<file path="src/rtl/cdb_arbiter.sv">
// cdb_arbiter: shares the single result writeback bus (CDB) among NREQ execution units.
//
// Each requester pushes results into a private 2-entry FIFO. Every cycle one non-empty
// queue head is granted round-robin and broadcast as a registered {rob_id, value, src}.
// A mispredict clear flushes every queue. While rdy_in is low the whole block freezes.
//
// Ports:
//   clk_in      system clock
//   rst_in      asynchronous active-high reset
//   rdy_in      global ready; low freezes all state and outputs
//   clear       mispredict flush (only honoured when rdy_in is high)
//   req_valid   per-requester result valid
//   req_ready   per-requester queue can accept (combinational)
//   req_rob_id  packed ROB ids, requester i at [i*ROB_WIDTH +: ROB_WIDTH]
//   req_value   packed values, requester i at [i*32 +: 32]
//   cdb_valid   registered broadcast valid
//   cdb_rob_id  registered broadcast ROB id
//   cdb_value   registered broadcast value
//   cdb_src     index of the granted requester
//   busy        any queue non-empty
module cdb_arbiter #(
    parameter int unsigned NREQ      = 3,
    parameter int unsigned ROB_WIDTH = 4,
    parameter int unsigned SRC_W     = 2
) (
    input  logic                      clk_in,
    input  logic                      rst_in,
    input  logic                      rdy_in,
    input  logic                      clear,
    input  logic [NREQ-1:0]           req_valid,
    output logic [NREQ-1:0]           req_ready,
    input  logic [NREQ*ROB_WIDTH-1:0] req_rob_id,
    input  logic [NREQ*32-1:0]        req_value,
    output logic                      cdb_valid,
    output logic [ROB_WIDTH-1:0]      cdb_rob_id,
    output logic [31:0]               cdb_value,
    output logic [SRC_W-1:0]          cdb_src,
    output logic                      busy
);

    logic                      active;
    logic [NREQ-1:0][1:0]      cnt_q, cnt_d;
    logic [NREQ-1:0]           rd_ptr_q, rd_ptr_d;
    logic [NREQ-1:0]           wr_ptr_q, wr_ptr_d;
    logic [ROB_WIDTH-1:0]      rob_mem_q [NREQ][2];
    logic [31:0]               val_mem_q [NREQ][2];
    logic [SRC_W-1:0]          rr_ptr_q, rr_ptr_d;

    logic                      cdb_valid_q, cdb_valid_d;
    logic [ROB_WIDTH-1:0]      cdb_rob_id_q, cdb_rob_id_d;
    logic [31:0]               cdb_value_q, cdb_value_d;
    logic [SRC_W-1:0]          cdb_src_q, cdb_src_d;

    logic [NREQ-1:0]           nonempty;
    logic [NREQ-1:0]           push;
    logic [NREQ-1:0]           pop;
    logic [2*NREQ-1:0]         ne_rot;
    logic                      gnt_valid;
    logic [SRC_W:0]            gnt_sum;
    logic [SRC_W-1:0]          gnt_idx;
    logic [SRC_W:0]            rr_next;
    logic [ROB_WIDTH-1:0]      head_rob;
    logic [31:0]               head_val;

    assign active = rdy_in && !clear;

    always_comb begin
        for (int i = 0; i < int'(NREQ); i++) begin
            nonempty[i]  = (cnt_q[i] != 2'd0);
            req_ready[i] = active && (cnt_q[i] < 2'd2);
            push[i]      = req_valid[i] && req_ready[i];
        end
    end

    assign busy = |nonempty;

    // Rotate the non-empty mask so bit 0 is the requester at rr_ptr; the lowest set bit
    // of the rotated view is the round-robin winner. Only registered counts are looked at,
    // so entries pushed this cycle cannot be granted yet.
    always_comb begin
        ne_rot    = {nonempty, nonempty} >> rr_ptr_q;
        gnt_valid = 1'b0;
        gnt_sum   = '0;
        for (int k = int'(NREQ) - 1; k >= 0; k--) begin
            if (ne_rot[k]) begin
                gnt_valid = 1'b1;
                gnt_sum   = {1'b0, rr_ptr_q} + (SRC_W + 1)'(k);
            end
        end
        if (gnt_sum >= (SRC_W + 1)'(NREQ)) begin
            gnt_sum = gnt_sum - (SRC_W + 1)'(NREQ);
        end
        gnt_idx = gnt_sum[SRC_W-1:0];

        // Keeps rr_ptr inside 0..NREQ-1 even when NREQ is not a power of two.
        rr_next = {1'b0, gnt_idx} + (SRC_W + 1)'(1);
        if (rr_next >= (SRC_W + 1)'(NREQ)) begin
            rr_next = '0;
        end
    end

    always_comb begin
        head_rob = '0;
        head_val = '0;
        pop      = '0;
        for (int i = 0; i < int'(NREQ); i++) begin
            if (gnt_idx == SRC_W'(i)) begin
                head_rob = rob_mem_q[i][rd_ptr_q[i]];
                head_val = val_mem_q[i][rd_ptr_q[i]];
                pop[i]   = active && gnt_valid;
            end
        end
    end

    // Queue bookkeeping; push and pop on the same queue leave the count unchanged.
    always_comb begin
        for (int i = 0; i < int'(NREQ); i++) begin
            if (rdy_in && clear) begin
                cnt_d[i]    = 2'd0;
                rd_ptr_d[i] = 1'b0;
                wr_ptr_d[i] = 1'b0;
            end else begin
                cnt_d[i]    = cnt_q[i] + {1'b0, push[i]} - {1'b0, pop[i]};
                rd_ptr_d[i] = rd_ptr_q[i] ^ pop[i];
                wr_ptr_d[i] = wr_ptr_q[i] ^ push[i];
            end
        end
    end

    always_comb begin
        cdb_valid_d  = cdb_valid_q;
        cdb_rob_id_d = cdb_rob_id_q;
        cdb_value_d  = cdb_value_q;
        cdb_src_d    = cdb_src_q;
        rr_ptr_d     = rr_ptr_q;
        if (rdy_in) begin
            if (clear) begin
                cdb_valid_d = 1'b0;
                rr_ptr_d    = '0;
            end else if (gnt_valid) begin
                cdb_valid_d  = 1'b1;
                cdb_rob_id_d = head_rob;
                cdb_value_d  = head_val;
                cdb_src_d    = gnt_idx;
                rr_ptr_d     = rr_next[SRC_W-1:0];
            end else begin
                cdb_valid_d = 1'b0;
            end
        end
    end

    always_ff @(posedge clk_in or posedge rst_in) begin
        if (rst_in) begin
            cnt_q        <= '0;
            rd_ptr_q     <= '0;
            wr_ptr_q     <= '0;
            rr_ptr_q     <= '0;
            cdb_valid_q  <= 1'b0;
            cdb_rob_id_q <= '0;
            cdb_value_q  <= '0;
            cdb_src_q    <= '0;
        end else begin
            cnt_q        <= cnt_d;
            rd_ptr_q     <= rd_ptr_d;
            wr_ptr_q     <= wr_ptr_d;
            rr_ptr_q     <= rr_ptr_d;
            cdb_valid_q  <= cdb_valid_d;
            cdb_rob_id_q <= cdb_rob_id_d;
            cdb_value_q  <= cdb_value_d;
            cdb_src_q    <= cdb_src_d;
        end
    end

    // Payload storage needs no reset: an entry is only read once its count says it is valid.
    always_ff @(posedge clk_in) begin
        for (int i = 0; i < int'(NREQ); i++) begin
            if (push[i]) begin
                rob_mem_q[i][wr_ptr_q[i]] <= req_rob_id[i*ROB_WIDTH +: ROB_WIDTH];
                val_mem_q[i][wr_ptr_q[i]] <= req_value[i*32 +: 32];
            end
        end
    end

    assign cdb_valid  = cdb_valid_q;
    assign cdb_rob_id = cdb_rob_id_q;
    assign cdb_value  = cdb_value_q;
    assign cdb_src    = cdb_src_q;

endmodule

</file>
<file path="config.mk">
export PLATFORM = sky130hd
export DESIGN_NAME = cdb_arbiter
export DESIGN_NICKNAME = d
export VERILOG_FILES = /design/src/rtl/cdb_arbiter.sv
export SDC_FILE = /design/constraint.sdc
export NUM_CORES = 1
export LEC_CHECK = 0
export CORE_MARGIN = 1
export CORE_UTILIZATION = 48
export CTS_CLUSTER_SIZE = 12
export DETAILED_ROUTE_END_ITERATION = 6
export HOLD_SLACK_MARGIN = 0.03
export PLACE_DENSITY = 0.71
export SETUP_SLACK_MARGIN = 0.15
export SLEW_MARGIN = 20
export SYNTH_ARGS = -nofsm -noshare
export SYNTH_HDL_FRONTEND = slang
export SYNTH_SLANG_ARGS = --single-unit
</file>
<file path="constraint.sdc">
create_clock -name clk_in -period 9.97 [get_ports clk_in]
set_input_delay 0.997 -clock clk_in [delete_from_list [all_inputs] [get_ports clk_in]]
set_output_delay 0.997 -clock clk_in [all_outputs]
set_load 0.02 [all_outputs]
</file>
Word-level counts from Yosys, hierarchy flattened --
Memory sizes are Yosys's and may differ from the RTL's. Index checks and enable logic that the tools add are counted. W data, S select, Z words.
Storage, ports and cells: register bits 53, bits in writable memories 216, input port bits 115, output and inout port bits 43, memories kept 2
Cells by class: add/subtract/negate cells 10, $lt $le $gt $ge 14, equal/unequal tests 2, shift operators 1, mux-type cells 69, bitwise operators 13, reduce and logical (&&, ||, !) cells 21
Memories:
- val_mem_q | depth 3, bits a word 64, rd ports 3, clocked after memory_dff 0, write ports 3, RTL line 46 | logic [31:0] val_mem_q [NREQ][2];
- rob_mem_q | depth 3, bits a word 8, rd ports 3, clocked after memory_dff 0, write ports 3, RTL line 45 | logic [ROB_WIDTH-1:0] rob_mem_q [NREQ][2];
Operators by type and width (count):
- $mux W32 | 15
- $mux W64 | 3
- $demux W32 S1 | 3
- $mux W4 | 15
- $mux W8 | 3
- $mux W1 | 17
- $mux W2 | 7
- $demux W4 S1 | 3
- $ge A2 B2 Y1 const B | 6
- $logic_and A1 B1 Y1 | 12
- $not A1 Y2 | 6
- $mux W3 | 3
- $reduce_bool A2 Y1 | 4
- $add A2 B1 Y2 | 3
- $add A2 B1 Y3 const B | 2
- $ge A3 B2 Y1 const B | 2
- $lt A2 B1 Y1 const B | 3
- $lt A2 B2 Y1 const B | 3
- $shr A6 B2 Y3 | 1
- $sub A2 B1 Y2 | 3
- $xor A1 B1 Y1 | 6
- $add A2 B2 Y3 const B | 1
- $reduce_and A3 Y1 | 1
- $reduce_or A3 Y1 | 1
- 7 further kinds | 7

Depth between registers and ports, before layout --
Gate-level depths: netlist (run 1).
depth after elaboration 12, depth in mapped cells 21, mapped depth without buffers 17

Least setup slack after synthesis (run 1) --
Ideal clock, no wire load.
path type flip-flop to flip-flop, from register rr_ptr_q[1], to register cnt_q[1] (netlist name), data arrival time 3.720 ns, setup slack 6.125 ns, stages on the path, launching flop included 21, path buffers 5, clock period less this slack 3.845 ns, cells stage by stage dfrtp_1 > buf_2 > or4_1 > nand3_1 > inv_2 > buf_2 > buf_1 > ha_1 > buf_1 > inv_1 > and4_1 > clkbuf_1 > nand2_1 > mux2_2 > inv_1 > ha_1 > inv_1 > ha_1 > xor2_1 > xnor2_1 > nor2_1
RTL lines:
- start: declaration | RTL line 47 | logic [SRC_W-1:0] rr_ptr_q, rr_ptr_d;
- start signal: assignment | RTL line 166 | rr_ptr_q <= rr_ptr_d;
- end signal: assignment | RTL line 163 | cnt_q <= cnt_d;
- end: declaration | RTL line 42 | logic [NREQ-1:0][1:0] cnt_q, cnt_d;

==> key figures, run 1 <==
Outcome
  • Status: finished, final reports clean

Layout
  • Area grow syn2layout: 22.59%
  • Most frequent cells in the layout: 216 x edfxtp_1, 157 x clkdlybuf4s50_1, 142 x mux2i_1, 117 x nand3_1, 53 x nand2_1
  • Design Area, Final: 14780 um2
  • Layout Nets: 1156
  • Layout cells sized above 1: 0.07340
  • Commonest non-fill, non-tap cell in the layout: edfxtp_1
  • Diode count: 0
  • Final core occ: 0.6042
  • Cell Count, Final, Fillers Out: 1373

Floorplanning
  • Die area: 25760 um2
  • Core box area: 24460 um2
  • Io pins: 158
  • Chip width: 160.5 um
  • Die Y: 160.5 um
  • Starting Density: 0.4929
  • Rows: 57

Logic synthesis
  • Post-synthesis net count: 1028
  • Yosys reg bits: 269
  • Post-synth EDFFs: 216
  • Count of yosys warnings during synthesis: 0
  • Mapped Cells: 899
  • Ys async rst share: 0.1970
  • Synthesized area: 12060 um2
  • Netlist cell types: 54
  • Seq/Total Area, Yosys: 0.6480
  • Post-synth top flop: edfxtp_1
  • Syn avg cell area: 13.41 um2

STA
  • Final period utilization: 0.4988
  • Setup TNS: 0 ns
  • RSZ-0062 raised after global routing: false
  • Min cycle time layout: 4.973 ns
  • Hold slack final: 0.5136 ns
  • Skew final: 0.01668 ns
  • Final WS setup: 4.997 ns
  • Slew @ Worst Pin: 1.066 ns
  • Fmax: 0.2011 GHz
  • Fin. Hold Viols: 0
  • # setup viols final: 0
  • Relative slew slack: 0.2875
  • Slew Viols, Final: 0

Critical path
  • CP Capture Type: register
  • Top fanout value on the critical path: 35
  • Crit path largest cell delay: 0.77 ns
  • Cells along the critical path: or3_1, and4_1, o21ai_4, nand2_1, ha_1, a31oi_4, nand4_4, mux2_2, inv_1, ha_1, inv_1, ha_1, xor2_1, xnor2_1, nor2_1
  • WP data required: 10.37 ns
  • CP most frequent cell: ha_1
  • Startpoint Class: register
  • Critical path arrival: 5.37 ns
  • Crit path max-delay cell type: o21ai_4
  • Critical path type: register to register

Clock network
  • H-tree lvl count: 1
  • Post-CTS Repair Setup Buffers: 0
  • CTS clk-pin slew, worst paths: 0.06 ns
  • CTS Buf Count: 28
  • CTS tree: built
  • Clock latency on the worst-skew pair: 0.53 ns
  • CTS max path bufs: 3
  • # clock sinks: 269
  • Hold Buf Count CTS: 0
  • CTS resizes: 0
  • CTS Root Buffer Type: clkbuf_16

Drt
  • Vias: 8091
  • First-pass detailed-route iteration total: 5
  • Total wire length: 29030 um
  • DRC: 0
  • Post-route antenna net violation count: 0
  • DRT iter0 DRCs: 878
  • Vias/cell: 5.893
  • WL/cell: 21.14 um

Placed design
  • DPL Wire Length: 18670 um
  • Placed insts: 1320
  • Final GP Congestion: 0.8973
  • Worst slack at placement: 5.006 ns
  • Post-Place Cell Area: 13850 um2
  • I/O Buffers: 157

GRT
  • First-pass GRT wire length: 44470 um
  • Gr ovfl total: 0
  • Overall routing resource usage: 0.2227
  • Largest net degree at the start of global routing: 116
  • Antenna violations before repair: 0
  • Vias in the first global route: 7907

Pwr
  • Pwr dens: 297.7 nW/um2
  • Peak supply drop: 0.3103 mV
  • Leakage: 5.165 nW
  • Tot Pwr: 4.400 mW

Run
  • Maxcap violations: 0

Min path
  • Worst Hold Class: register to register
[layout make-up]
| type | instances | area (um2) |
|---|---|---|
| Fill cell | 1918 | 9682 |
| Sequential cell | 269 | 7816 |
| Multi-Input combinational cell | 542 | 3915 |
| Timing Repair Buffer | 169 | 1682 |
| Clock buffer | 45 | 815.8 |
| Tap cell | 324 | 405.4 |
| Clock inverter | 7 | 82.58 |
| Inverter | 17 | 63.81 |
[Yosys cell counts (all sizes together), types with 5 or more instances]
master,instances,area [um2]
a21oi,31,158.9
o2111ai,5,43.79
and2,6,37.54
o21ai,7,38.78
nor3,8,40.04
nand2,54,202.7
inv,17,63.81
edfxtp,216,6486
mux2i,142,1421
buf,26,143.9
nor2,41,153.9
dfrtp,53,1326
or3,6,37.54
a211oi,32,245.2
or4,6,45.04
nand3,117,585.6
o32ai,29,254.0
clkbuf,45,168.9
ha,14,175.2
[flip-flops by register name, summed over array words and instances (netlist names)]
signal      cells
val_mem_q     192
cdb_value      32
rob_mem_q      24
cnt_q           6
cdb_rob_id      4
rd_ptr_q        3
wr_ptr_q        3
cdb_src         2
rr_ptr_q        2
cdb_valid       1
[worst max-delay path, delay by kind of cell (launching register included)]
kind	cells	cell delay [ns]
compound gates	2	1.07
xor+xnor	2	0.31
fa+ha+maj	3	0.62
buf+inv	2	0.13
flops	1	0.46
mux	1	0.64
simple gates	5	1.58
[worst paths after layout]
| kind | start | end | slack (ns) | cells after the start |
|---|---|---|---|---|
| setup / recovery | rr_ptr_q[0]$_DFFE_PP0P_ | cnt_q[1]$_DFF_PP0_ | 5.00 | 15 |
| hold / removal | cdb_value[24]$_DFFE_PP0P_ | cdb_value[24]$_DFFE_PP0P_ | 0.51 | 2 |
| setup reg to reg | rr_ptr_q[0]$_DFFE_PP0P_ | cnt_q[1]$_DFF_PP0_ | 5.00 | 15 |
| hold reg to reg | cdb_value[24]$_DFFE_PP0P_ | cdb_value[24]$_DFFE_PP0P_ | 0.51 | 2 |
| max in group asynchronous | rst_in | rd_ptr_q[2]$_DFF_PP0_ | 8.39 | 3 |
| min in group asynchronous | rst_in | cdb_rob_id[1]$_DFFE_PP0P_ | 1.03 | 3 |
[metal layers]
layer / vias to the layer above / share of wire / global-route usage
met5: - / 0 / 0
met4: 0 / 0.023 / 0.05974
met3: 44 / 0.058 / 0.02970
met2: 346 / 0.49 / 0.3782
met1: 3986 / 0.43 / 0.3012
li1: 3715 / - / -
[logic make-up (layout without fill, tap and decap cells)]
| logic type | after synthesis | after routing | share of synthesized area |
|---|---|---|---|
| buf+inv | 88 | 238 | 0.03124 |
| fa+ha+maj | 14 | 14 | 0.01453 |
| simple gates | 251 | 251 | 0.1016 |
| mux | 143 | 143 | 0.1188 |
| compound gates | 128 | 128 | 0.08147 |
| xor+xnor | 6 | 6 | 0.004359 |
| flops | 269 | 269 | 0.6480 |
[report_power, final]
part	internal, mW	switching (mW)	total, mW
Combinational	0.690	1.21	1.90
Clock	0.608	0.403	1.01
Sequential	1.36	0.125	1.49
Total	2.66	1.74	4.40
Power figures use the tool's default switching activity.
==> inputs of run 2 (changes only) <==
- PLACE_DENSITY: 0.71 -> 0.74
- clock period: 9.97 -> 4.3 ns (I/O delays scaled with it)
==> run 2 against run 1 <==
Compared with the run above: total power increased by 140%; die area unchanged; sequential power increased by 130%; routed wire length decreased by 0.82%; critical path type unchanged; largest cell class unchanged; maximum frequency increased by 30%; utilization increased by 0.46 points.
==> key figures, run 2 (synthesized netlist as in run 1, its figures left out) <==
Outcome
  • Status: finished, final reports clean

Layout
  • Largest register FFs: 192 (unchanged)
  • Most frequent cells in the layout: 216 x edfxtp_1, 157 x clkdlybuf4s50_1, 142 x mux2i_1, 117 x nand3_1, 54 x nand2_1
  • Cell Count, Final, Fillers Out: 1389 (+1.2%)
  • Layout Nets: 1171 (+1.3%)
  • Layout cells sized above 1: 0.08553 (+0.01212)
  • Commonest non-fill, non-tap cell in the layout: edfxtp_1
  • Area grow syn2layout: 23.52%

Drt
  • Total wire length: 28790 um (-0.82%)
  • Post-route antenna net violation count: 0 (unchanged)
  • WL/cell: 20.73 um (-2.0%)
  • DRT iter0 DRCs: 698 (-21%)
  • Vias: 8067 (-0.30%)
  • Vias/cell: 5.808 (-1.4%)
  • DRC: 0 (unchanged)
  • First-pass detailed-route iteration total: 5 (unchanged)

STA
  • Skew final: 0.009356 ns (-0.007321 ns)
  • Min cycle time layout: 3.831 ns (-1.141 ns)
  • Relative slew slack: 0.2133 (-0.07422)
  • # setup viols final: 0 (unchanged)
  • Fmax: 0.2610 GHz (+30%)
  • Final period utilization: 0.8910 (+0.3922)
  • Slew Viols, Final: 0 (unchanged)
  • Fin. Hold Viols: 0 (unchanged)
  • RSZ-0062 raised after global routing: false
  • Slew @ Worst Pin: 1.180 ns (+0.1137 ns)
  • Setup TNS: 0 ns (unchanged)

Critical path
  • Critical path type: register to register
  • WP data required: 4.71 ns (-5.66 ns)
  • Startpoint Class: register
  • Top fanout value on the critical path: 18 (-49%)
  • FF-to-FF path depth: 13 (-2)
  • CP Capture Type: register
  • Critical path arrival: 4.25 ns (-1.12 ns)

Clock network
  • CTS max path bufs: 3 (unchanged)
  • CTS resizes: 0 (unchanged)
  • CTS Root Buffer Type: clkbuf_16
  • # clock sinks: 269 (unchanged)
  • CTS tree: built
  • H-tree lvl count: 1 (unchanged)
  • CTS clk-pin slew, worst paths: 0.06 ns (about the same)
  • CTS Buf Count: 28 (unchanged)
  • Clock latency on the worst-skew pair: 0.53 ns (about the same)

Pwr
  • Pwr dens: 695.0 nW/um2 (+130%)
  • Peak supply drop: 0.7101 mV (+130%)
  • Leakage: 5.234 nW (+1.3%)

Placed design
  • Final GP Congestion: 0.9071 (+1.1%)
  • I/O Buffers: 157 (unchanged)
  • Placed insts: 1333 (+0.98%)
  • DPL Wire Length: 19140 um (+2.5%)

GRT
  • Largest net degree at the start of global routing: 61 (-47%)
  • Antenna violations before repair: 1 (+1)
  • Gr ovfl total: 0 (unchanged)
  • First-pass GRT wire length: 44210 um (-0.59%)
  • Overall routing resource usage: 0.2227 (about the same)
  • Vias in the first global route: 7936 (+0.37%)

Floorplanning
  • Die Y: 160.5 um (unchanged)
  • Starting Density: 0.4929 (unchanged)
  • Die area: 25760 um2 (unchanged)
  • Core box area: 24460 um2 (unchanged)
  • Chip width: 160.5 um (unchanged)
  • Io pins: 158 (unchanged)
  • Rows: 57 (unchanged)

Min path
  • Worst Hold Class: primary input to async pin

Run
  • Maxcap violations: 0 (unchanged)
## run 2: changes by cell type in the layout (fill, tap and decap cells not counted)
cell,before,now
buf_4,11,26
clkbuf_8,3,5
clkinv_2,3,1
a21oi_2,0,1
buf_16,1,0
clkbuf_1,13,14
clkinv_1,2,1
diode_2,0,1
nand2_1,53,54
nand2_2,1,0
## run 2: critical path, cell delays in order (launching register included)
cell     delay, ns
dfrtp_1       0.51
or4_1         0.62
nand3_1       0.29
inv_2         0.14
ha_1          0.25
a31oi_4       0.36
a21oi_4       0.26
nor3_1        0.41
ha_1          0.30
inv_1         0.05
ha_1          0.14
xor2_1        0.18
xnor2_1       0.14
nor2_1        0.05
## run 2: layout make-up
| type | instances | area [um2] |
|---|---|---|
| fillers | 1905 | 9570 |
| repair buffers | 183 | 1767 |
| flip-flops and latches | 269 | 7816 |
| multi-input cells | 543 | 3921 |
| well taps | 324 | 405.4 |
| clock buffers | 48 | 847.1 |
| diodes | 1 | 2.502 |
| inverters | 17 | 63.81 |
| clock inverters | 4 | 68.82 |
## run 2: what timing repair did
item                       CTS  global route
setup buffers                0             2
hold buffers                 0             0
setup endpoints to repair    0             3
## run 2: through the flow
step / power (mW) / worst slack [ns] / util / hold slack, ns / cell area [um2]
2_1_floorplan: 6.522 / 0.4552 / - / 0.5289 / 12060
3_3_place_gp: 7.844 / 0.4228 / 0.5703 / 0.5063 / 13950
3_5_place_dp: 7.931 / 0.3477 / 0.5703 / 0.5107 / 13950
4_1_cts: 10.32 / 0.3389 / 0.6077 / 0.3569 / 14870
5_1_grt: 10.88 / 0.2338 / 0.6088 / 0.4065 / 14890
6_report: 10.35 / 0.4687 / 0.6088 / 0.3558 / 14890
## run 2: routing by layer
layer | GRT usage | wire (um)
met4 | 0.07619 | 921
met3 | 0.03048 | 1617
met2 | 0.3697 | 13910
met1 | 0.3018 | 12340
met5 | 0 | 0
## run 2: path summary, 6_finish.rpt
check,slack [ns],endpoint,from
max reg2reg,0.47,cnt_q[5]$_DFF_PP0_,rr_ptr_q[1]$_DFFE_PP0P_
max,0.47,cnt_q[5]$_DFF_PP0_,rr_ptr_q[1]$_DFFE_PP0P_
min reg2reg,0.52,cdb_value[24]$_DFFE_PP0P_,cdb_value[24]$_DFFE_PP0P_
max in group asynchronous,3.09,rd_ptr_q[2]$_DFF_PP0_,rst_in
min in group clk_in,0.47,val_mem_q[0][84]$_DFFE_PP_,req_value[52]
min,0.36,cnt_q[0]$_DFF_PP0_,rst_in
## run 2: power breakdown
| group | internal (mW) | leakage (nW) | switching [mW] |
|---|---|---|---|
| clock network | 1.45 | 0.444 | 0.935 |
| logic | 1.69 | 2.20 | 2.80 |
| registers | 3.15 | 2.59 | 0.323 |
| total | 6.29 | 5.23 | 4.06 |
